==> config.mk <==
export PLATFORM = sky130hd
export DESIGN_NAME = float_divide_flat
export DESIGN_NICKNAME = d
export VERILOG_FILES = /design/src/rtl/float_divide_if.sv /design/src/rtl/float_divide.sv /design/src/flat_wrapper.sv
export SDC_FILE = /design/constraint.sdc
export NUM_CORES = 1
export LEC_CHECK = 0
export CAP_MARGIN = 20
export CORE_MARGIN = 3
export CORE_UTILIZATION = 23
export DETAILED_ROUTE_END_ITERATION = 10
export GPL_ROUTABILITY_DRIVEN = 0
export RECOVER_POWER = 50
export SETUP_SLACK_MARGIN = 0.02
export SLEW_MARGIN = 20
export SYNTH_ARGS = -nofsm -noshare
export SYNTH_HDL_FRONTEND = slang
export SYNTH_SLANG_ARGS = --single-unit
==> constraint.sdc <==
create_clock -name clk -period 4.88 [get_ports clk]
set_input_delay 0.488 -clock clk [delete_from_list [all_inputs] [get_ports clk]]
set_output_delay 0.488 -clock clk [all_outputs]
set_load 0.02 [all_outputs]
==> src/rtl/float_divide_if.sv <==
// Operand/result handshake bundle for float_divide: operands flow in on
// in_valid/in_ready, the quotient flows out on out_valid/out_ready.
interface float_divide_if #(
  parameter int float_width = 16
);
  logic [float_width-1:0] float_a;
  logic [float_width-1:0] float_b;
  logic                   in_valid;
  logic                   in_ready;
  logic [float_width-1:0] res;
  logic                   out_valid;
  logic                   out_ready;

  modport master (
    output float_a, float_b, in_valid, out_ready,
    input  in_ready, res, out_valid
  );

  modport slave (
    input  float_a, float_b, in_valid, out_ready,
    output in_ready, res, out_valid
  );
endinterface

==> src/rtl/float_divide.sv <==
// Multi-cycle IEEE-754 divider: restoring mantissa division, one quotient bit per cycle.
// Define FLOAT_DIVIDE_ROUND_EN for round-to-nearest-even; otherwise the result is truncated.
module float_divide #(
  parameter int float_width    = 16,
  parameter int exponent_width = 5,
  parameter int mantissa_width = 10
) (
  input  logic          clk,
  input  logic          rst,
  float_divide_if.slave bus
);
  localparam int BIAS    = (1 << (exponent_width - 1)) - 1;
  localparam int QW      = mantissa_width + 3;
  localparam int SW      = mantissa_width + 2;
  localparam int XW      = exponent_width + 2;
  localparam int CW      = $clog2(QW);
  localparam int EXP_ALL = (1 << exponent_width) - 1;
  localparam logic [exponent_width-1:0] EXP_MAX = '1;
  localparam logic signed [XW-1:0]      EXP_TOP = XW'(EXP_ALL);
`ifdef FLOAT_DIVIDE_ROUND_EN
  localparam bit ROUND_EN = 1'b1;
`else
  localparam bit ROUND_EN = 1'b0;
`endif

  typedef enum logic [1:0] {IDLE, DIVIDE, NORM, DONE} state_t;

  state_t                  r_state;
  logic [float_width-1:0]  r_res;
  logic [QW-1:0]           r_q;
  logic [SW-1:0]           r_rem;
  logic [mantissa_width:0] r_div;
  logic signed [XW-1:0]    r_exp;
  logic                    r_sign;
  logic [CW-1:0]           r_cnt;
  logic                    r_in_ready;
  logic                    r_out_valid;

  // Operand fields at the input port, used only on the accept edge.
  logic [exponent_width-1:0] w_ea, w_eb;
  logic [mantissa_width-1:0] w_fa, w_fb;
  logic                      w_sign_in;
  assign w_sign_in = bus.float_a[float_width-1] ^ bus.float_b[float_width-1];
  assign w_ea      = bus.float_a[float_width-2:mantissa_width];
  assign w_eb      = bus.float_b[float_width-2:mantissa_width];
  assign w_fa      = bus.float_a[mantissa_width-1:0];
  assign w_fb      = bus.float_b[mantissa_width-1:0];

  logic w_a_zero, w_b_zero, w_a_inf, w_b_inf, w_a_nan, w_b_nan, w_special;
  assign w_a_zero  = (w_ea == '0);
  assign w_b_zero  = (w_eb == '0);
  assign w_a_inf   = (w_ea == EXP_MAX) && (w_fa == '0);
  assign w_b_inf   = (w_eb == EXP_MAX) && (w_fb == '0);
  assign w_a_nan   = (w_ea == EXP_MAX) && (w_fa != '0);
  assign w_b_nan   = (w_eb == EXP_MAX) && (w_fb != '0);
  assign w_special = w_a_zero || w_b_zero || (w_ea == EXP_MAX) || (w_eb == EXP_MAX);

  logic [float_width-1:0] w_special_res;
  // NOTE: every always_comb output gets a default first so no path can infer a latch.
  always_comb begin
    w_special_res = {w_sign_in, {(float_width-1){1'b0}}};
    if (w_a_nan || w_b_nan || (w_a_zero && w_b_zero) || (w_a_inf && w_b_inf))
      w_special_res = {1'b0, EXP_MAX, 1'b1, {(mantissa_width-1){1'b0}}};
    else if (w_a_inf || w_b_zero)
      w_special_res = {w_sign_in, EXP_MAX, {mantissa_width{1'b0}}};
  end

  logic signed [XW-1:0] w_exp_diff;
  assign w_exp_diff = $signed({2'b00, w_ea}) - $signed({2'b00, w_eb}) + XW'(BIAS);

  // One restoring step: subtract the divisor when it fits, then shift.
  logic [SW:0]   w_sub;
  logic          w_ge;
  logic [SW-1:0] w_rem_next;
  assign w_sub      = {1'b0, r_rem} - {2'b00, r_div};
  assign w_ge       = ~w_sub[SW];
  assign w_rem_next = w_ge ? w_sub[SW-1:0] : r_rem;

  // Normalisation: the quotient lies in [2^(QW-2), 2^QW), so at most one bit of shift.
  logic                    w_top, w_guard, w_sticky, w_inc;
  logic [mantissa_width-1:0] w_mant;
  logic [mantissa_width:0]   w_mant_r;
  logic signed [XW-1:0]      w_exp_n, w_exp_f;
  logic [float_width-1:0]    w_norm_res;
  assign w_top    = r_q[QW-1];
  assign w_mant   = w_top ? r_q[QW-2:2] : r_q[QW-3:1];
  assign w_guard  = w_top ? r_q[1] : r_q[0];
  assign w_sticky = (w_top & r_q[0]) | (r_rem != '0);
  assign w_exp_n  = w_top ? r_exp : r_exp - XW'(1);
  assign w_inc    = ROUND_EN & w_guard & (w_sticky | w_mant[0]);
  assign w_mant_r = {1'b0, w_mant} + {{mantissa_width{1'b0}}, w_inc};
  assign w_exp_f  = w_exp_n + $signed({{(XW-1){1'b0}}, w_mant_r[mantissa_width]});

  always_comb begin
    w_norm_res = {r_sign, w_exp_f[exponent_width-1:0], w_mant_r[mantissa_width-1:0]};
    if (w_exp_f >= EXP_TOP)
      w_norm_res = {r_sign, EXP_MAX, {mantissa_width{1'b0}}};
    else if (w_exp_f[XW-1] || (w_exp_f == '0))
      w_norm_res = {r_sign, {(float_width-1){1'b0}}};
  end

  // NOTE: state registers use non-blocking assignments so every flop samples pre-edge values.
  always_ff @(posedge clk) begin
    if (rst) begin
      r_state     <= IDLE;
      r_res       <= '0;
      r_q         <= '0;
      r_rem       <= '0;
      r_div       <= '0;
      r_exp       <= '0;
      r_sign      <= 1'b0;
      r_cnt       <= '0;
      r_in_ready  <= 1'b1;
      r_out_valid <= 1'b0;
    end else begin
      case (r_state)
        IDLE: if (bus.in_valid) begin
          r_in_ready <= 1'b0;
          if (w_special) begin
            r_res       <= w_special_res;
            r_out_valid <= 1'b1;
            r_state     <= DONE;
          end else begin
            r_rem   <= {1'b0, 1'b1, w_fa};
            r_div   <= {1'b1, w_fb};
            r_q     <= '0;
            r_exp   <= w_exp_diff;
            r_sign  <= w_sign_in;
            r_cnt   <= '0;
            r_state <= DIVIDE;
          end
        end
        DIVIDE: begin
          r_q   <= {r_q[QW-2:0], w_ge};
          r_rem <= w_rem_next << 1;
          r_cnt <= r_cnt + 1'b1;
          if (r_cnt == CW'(QW - 1)) r_state <= NORM;
        end
        NORM: begin
          r_res       <= w_norm_res;
          r_out_valid <= 1'b1;
          r_state     <= DONE;
        end
        DONE: if (bus.out_ready) begin
          r_out_valid <= 1'b0;
          r_in_ready  <= 1'b1;
          r_state     <= IDLE;
        end
        default: r_state <= IDLE;
      endcase
    end
  end

  assign bus.in_ready  = r_in_ready;
  assign bus.out_valid = r_out_valid;
  assign bus.res       = r_res;
endmodule

==> src/flat_wrapper.sv <==
// flat-port wrapper written by rule: the top's interface ports become plain ports
module float_divide_flat 
#(
  parameter int float_width    = 16,
  parameter int exponent_width = 5,
  parameter int mantissa_width = 10
)
  (clk, rst, bus_float_a, bus_float_b, bus_in_valid, bus_out_ready, bus_in_ready, bus_res, bus_out_valid);
  float_divide_if #(.float_width(float_width)) bus_i ();
  input  logic clk;
  input  logic rst;
  input wire logic [$bits(bus_i.float_a)-1:0] bus_float_a;
  input wire logic [$bits(bus_i.float_b)-1:0] bus_float_b;
  input wire logic [$bits(bus_i.in_valid)-1:0] bus_in_valid;
  input wire logic [$bits(bus_i.out_ready)-1:0] bus_out_ready;
  output wire logic [$bits(bus_i.in_ready)-1:0] bus_in_ready;
  output wire logic [$bits(bus_i.res)-1:0] bus_res;
  output wire logic [$bits(bus_i.out_valid)-1:0] bus_out_valid;
  assign bus_i.float_a = bus_float_a;
  assign bus_i.float_b = bus_float_b;
  assign bus_i.in_valid = bus_in_valid;
  assign bus_i.out_ready = bus_out_ready;
  assign bus_in_ready = bus_i.in_ready;
  assign bus_res = bus_i.res;
  assign bus_out_valid = bus_i.out_valid;
  float_divide #(.float_width(float_width), .exponent_width(exponent_width), .mantissa_width(mantissa_width)) u_core (.clk(clk), .rst(rst), .bus(bus_i));
endmodule
======== Word-level counts from Yosys, hierarchy flattened ========
Cells that the tools add are included.
storage, ports and cells
  output and inout port bits .............. 18
  logic and storage cells ................. 93
  input bits .............................. 36
  register bits after elaboration ......... 68
operators by class
  reduce and logical (&&, ||, !) cells .... 32
  equal/unequal tests ..................... 11
  add/subtract/negate cells ............... 5
  $lt $le $gt $ge ......................... 1
  muxes and demuxes ....................... 31
  bitwise logic cells ..................... 3
operators with widths
  cell                 count
  $mux 16              3
  $mux 15              3
  $pmux 16 s2          1
  $mux 13              2
  $pmux 13 s2          1
  $mux 12              2
  $pmux 12 s2          1
  $logic_not 10->1     2
  $reduce_bool 10->1   2
  $reduce_and 3->1     5
  $sub 12x11->13       1
  $mux 11              1
  $eq 5x5->1 const B   2
  $logic_not 5->1      2
  $mux 10              1
  $logic_or 1x1->1     8
  $mux 2               4
  $mux 4               2
  $pmux 2 s4           1
  $pmux 4 s2           1
  $add 7x5->7 const B  1
  $ge 7x6->1 const B   1
  $logic_not 7->1      1
  $mux 7               1
  other kinds (18)     34

======== Depth between registers and ports, before layout ========
  word-level depth ........................ 9
  depth in mapped cells ................... 10
  depth with buffers taken out ............ 10

======== Least setup slack after synthesis ========
Ideal clock, no wire load.
  path kind ............................... in2reg
  start point ............................. input bus_float_a[10]
  end point ............................... register u_core.r_exp[5]
  arrival ................................. 2239 ps
  stages .................................. 10
  setup slack ............................. 2504 ps
  buffers on the path ..................... 0
  library setup time ...................... 137 ps
  required time ........................... 4743 ps
  cell sequence ........................... inv_1 -> ha_1 -> inv_1 -> fa_1 -> xor2_1 -> nor3_1 -> or4b_1 -> nand3_1 -> xor2_1 -> a211oi_1
on the way
  cells in the longest elaborated chain, start to end .. 6
  elaborated cells between the ends (all ways) .. 9
  classes of those cells .................. add/sub (2); eq/ne (1); bitwise (1); reduce/logical (5)
ends and longest elaborated chain
  element                                              RTL line             text
  start, declared                                      flat_wrapper.sv:12   input wire logic [$bits(bus_i.float_a)-1:0] bus_float_a;
  branches (longest 6 deep; another with $add 7x5->7)  --
  end signal, assigned                                 float_divide.sv:127  r_exp <= w_exp_diff;
  end, declared                                        float_divide.sv:33   logic signed [XW-1:0] r_exp;
Several ways; the timed one is not identified.
A chain may end at the register's enable or synchronous reset.

======== Worst setup path in the final report ========
  start point ............................. input bus_float_a[11]
  end point ............................... register u_core.r_res[1], in the netlist u_core.bus.res[1]
on the way
  cells in the longest elaborated chain, start to end .. 9
  elaborated cells between the ends (all ways) .. 18
  classes of those cells .................. eq/ne (2); mux (4); reduce/logical (12)
ends and longest elaborated chain
  element                         RTL line                                                    text
  $eq 5x5->1                      float_divide.sv:52, float_divide.sv:54, float_divide.sv:56
  $logic_and 1x1->1               float_divide.sv:54                                          assign w_a_nan = (w_ea == EXP_MAX) && (w_fa != '0);
  $logic_or 1x1->1 (3 in series)  float_divide.sv:62                                          if (w_a_nan || w_b_nan || (w_a_zero && w_b_zero) || (w_a_inf && w_b_inf))
  $mux 16                         float_divide.sv:62
  $mux 16                         float_divide.sv:119                                         if (w_special) begin
  $mux 16                         float_divide.sv:117                                         IDLE: if (bus.in_valid) begin
  $pmux 16 s2                     float_divide.sv:116                                         case (r_state)
  end signal, assigned            float_divide.sv:120                                         r_res <= w_special_res;
  end signal, assigned            float_divide.sv:140                                         r_res <= w_norm_res;
  end, declared                   float_divide.sv:29                                          logic [float_width-1:0] r_res;
Parallel ways exist; a longest one is shown, timed or not. The select of a mux whose other input is x is not followed.

==> results.txt <==
Die X -> 143.0 um
initial antenna violation count -> 0
largest net degree at the start of global routing -> 52
Antenna diodes -> 0
run status -> finished, final reports clean
pwr/cell area -> 616.6 mW/mm2
final core occ -> 28.80%
min setup slack post-route -> 1.392 ns
Layout Cells excl Fill -> 785
Setup CP Type -> in -> reg
Ports -> 54
minimum clock period -> 3.488 ns
CTS buffer count -> 9
clk buf depth -> 2
EDFF count, synth -> 0
Crit. End Element -> flop
CTS sink cnt -> 68
mux contribution to synthesized area -> 2.348%
initial core utilization -> 23.71%
via count -> 3,871
Worst Path Required -> 5.10 ns
Worst Clk Skew -> 0.004040 ns
clock root cell -> clkbuf_16
chip height -> 143.0 um
first-pass GRT wire length -> 18,860 um
grt total ovfl -> 0
area of the mapped netlist -> 0.004317 mm2
VDD IR-drop max -> 217.1 uV
final hold violation count -> 0
Seq/Total Area, Yosys -> 31.54%
slew of the pin with the lowest slew margin -> 1.324 ns
dpl hpwl -> 8690 um
vias per std cell -> 4.931
dpl ws -> 1.756 ns
TNS Setup -> 0 ns
worst skew pair latency -> 0.34 ns
setup violators final -> 0
Post-synth ARST share -> 0%
max frequency -> 286.7 MHz
clk slew on worst S/H paths -> 0.06 ns
Hold Crit Class -> reg -> reg
Most used DFF post-synth -> dfxtp_1
Post-route DRC -> 0
PortBufs -> 53
Total Wirelength -> 11,520 um
CTS tree -> built
GRT Util Overall -> 11.50%
Adder-Cell Fraction of Synth Area -> 7.884%
XOR/XNOR share of the synthesized area -> 3.623%
period utilisation layout -> 71.47%
core footprint -> 0.01821 mm2
Post-CTS Setup Bufs -> 0
Synth Area in Compound Gates -> 27.07%
CP startpoint kind -> primary input
number of global-route vias before repair -> 3,582
Syn Nets -> 569
peak fanout along the critical path -> 10
syn avg cell area -> 8.514 um2
Leakage -> 0.001865 uW
CTS Hold Bufs -> 0
final net count -> 613
max cap viols -> 0
area occupied by multi-input gates -> 0.002639 mm2
Yosys Warn Count -> 0
P&R area growth vs syn -> 21.48%
Inst Count DP -> 769
Synth Register Bits -> 68
distinct cell type count after synthesis -> 73
Die Area -> 0.02045 mm2
Site Rows -> 49
CP Data Arrival Time -> 3.71 ns
WL/cell -> 14.68 um
Slew Limit Fails -> 0
Post-Synth Simple-Gate Area -> 21.25%
Syn Inst Count -> 507
Reg area -> 0.001361 mm2
post-route ant nets -> 0
First DRT Iteration DRCs -> 207
# resized after CTS -> 0
H-tree depth -> 3
layout cells sized above 1 -> 9.892%
RSZ-0062 raised after global routing -> false
fill count -> 1,918
DR pass1 iterations -> 4
main combinational cell family by area after synthesis -> compound AO/OA/AOI/OAI gates
Slew HR -> 11.20%
[report_power, final]
part | internal [uW] | switching, uW | total, uW
Combinational | 693 | 1140 | 1840
Clock | 346 | 264 | 610
Sequential | 679 | 109 | 788
Total | 1720 | 1520 | 3230
[critical path, cell delays in order]
cell and delay, ns:
dlygate4sd3_1 0.61, or4_2 0.67, nor2_1 0.18, nor4_1 0.17
a211oi_1 1.09, nor2_2 0.28, o2bb2ai_1 0.21
[stage by stage]
stage	cell area, um2	hold slack (ns)	total power (uW)
after floorplan	4317	0.4322	2252
after global placement	5011	0.4433	2669
after detailed placement	5011	0.4448	2671
after CTS	5289	0.4544	3292
after global routing	5244	0.4715	3487
final	5244	0.4514	3234
[final cells by class]
type	count	area share, %
Sequential cell	68	25.96
Inverter	35	2.505
Clock inverter	7	1.002
Timing Repair Buffer	56	10.45
Tap cell	229	5.464
Clock buffer	9	4.295
Multi-Input combinational cell	381	50.32
[Yosys cell counts, types with 7 or more instances]
cell type	number	area, um2
a21oi_2	7	61.31
a211oi_1	14	105.1
nand2_1	63	236.5
mux2i_1	9	90.09
nor2_1	24	90.09
nand3_1	33	165.2
o211ai_1	12	90.09
clkbuf_1	10	37.54
dfxtp_1	68	1361
ha_1	24	300.3
a21o_1	9	67.56
nor3_1	7	35.03
o21ai_0	11	55.05
a21oi_1	39	195.2
o2bb2ai_1	12	105.1
inv_1	35	131.4
xnor2_1	12	105.1
[cell families after synthesis]
logic type / count (synthesis)
buffers and inverters: 58
multiplexers: 10
AO/OA/AOI/OAI: 154
flip-flops: 68
AND/OR/NAND/NOR: 174
adder cells (fa/ha/maj): 26
XOR/XNOR: 17
[layout by cell type (no fill, tap or decap), types with 3 or more instances in the layout]
cell             instances
mux2i_1                  9
and3_1                   3
clkinv_4                 3
and2_1                   3
dfxtp_1                 68
a2111oi_0                3
or2_2                    5
dlygate4sd3_1           19
a211oi_1                15
nor3_1                   7
a21oi_2                  7
o221ai_1                 3
nand2_1                 64
or4_1                    3
nor4_1                   6
a21oi_1                 39
nor2b_1                  5
xnor2_1                 12
nand4_1                  5
o21a_1                   3
ha_1                    24
o21ai_1                  3
o2bb2ai_1               12
a21o_1                   9
a211oi_2                 3
o211ai_1                12
a32o_1                   5
inv_1                   35
xor2_1                   4
o311ai_0                 3
buf_4                    3
clkdlybuf4s50_1         33
o21ai_0                 11
nand3_1                 33
nor2_1                  25
clkbuf_16                9
[worst paths after layout]
kind                                  startpoint                              to  slack (ns)  depth (start not counted)
hold / removal        u_core.r_q[0]$_SDFFE_PP0P_      u_core.r_q[0]$_SDFFE_PP0P_        0.45                          2
setup / recovery                 bus_float_a[11]  u_core.bus.res[1]$_SDFFE_PP0P_        1.39                          7
setup reg to reg  u_core.r_state[0]$_SDFFE_PP0P_    u_core.r_cnt[2]$_SDFFE_PP0P_        1.68                          7
hold reg to reg       u_core.r_q[0]$_SDFFE_PP0P_      u_core.r_q[0]$_SDFFE_PP0P_        0.45                          2
[state kept, by name (all words and copies together), names as in the netlist]
register,flops
u_core.r_state,2
u_core.r_cnt,4
u_core.r_rem,12
u_core.bus.res,16
u_core.r_div,11
u_core.r_exp,7
u_core.bus.in_ready,1
u_core.bus.out_valid,1
u_core.r_sign,1
u_core.r_q,13
[layer usage]
| metal | global-route usage, % | vias to the layer above | routed length [um] |
|---|---|---|---|
| li1 | - | 1966 | - |
| met1 | 15.80 | 1820 | 5611 |
| met2 | 18.22 | 80 | 5314 |
| met3 | 2.512 | 5 | 492 |
| met4 | 3.152 | 0 | 102 |
| met5 | 0 | - | 0 |
Power figures use the tool's default switching activity.
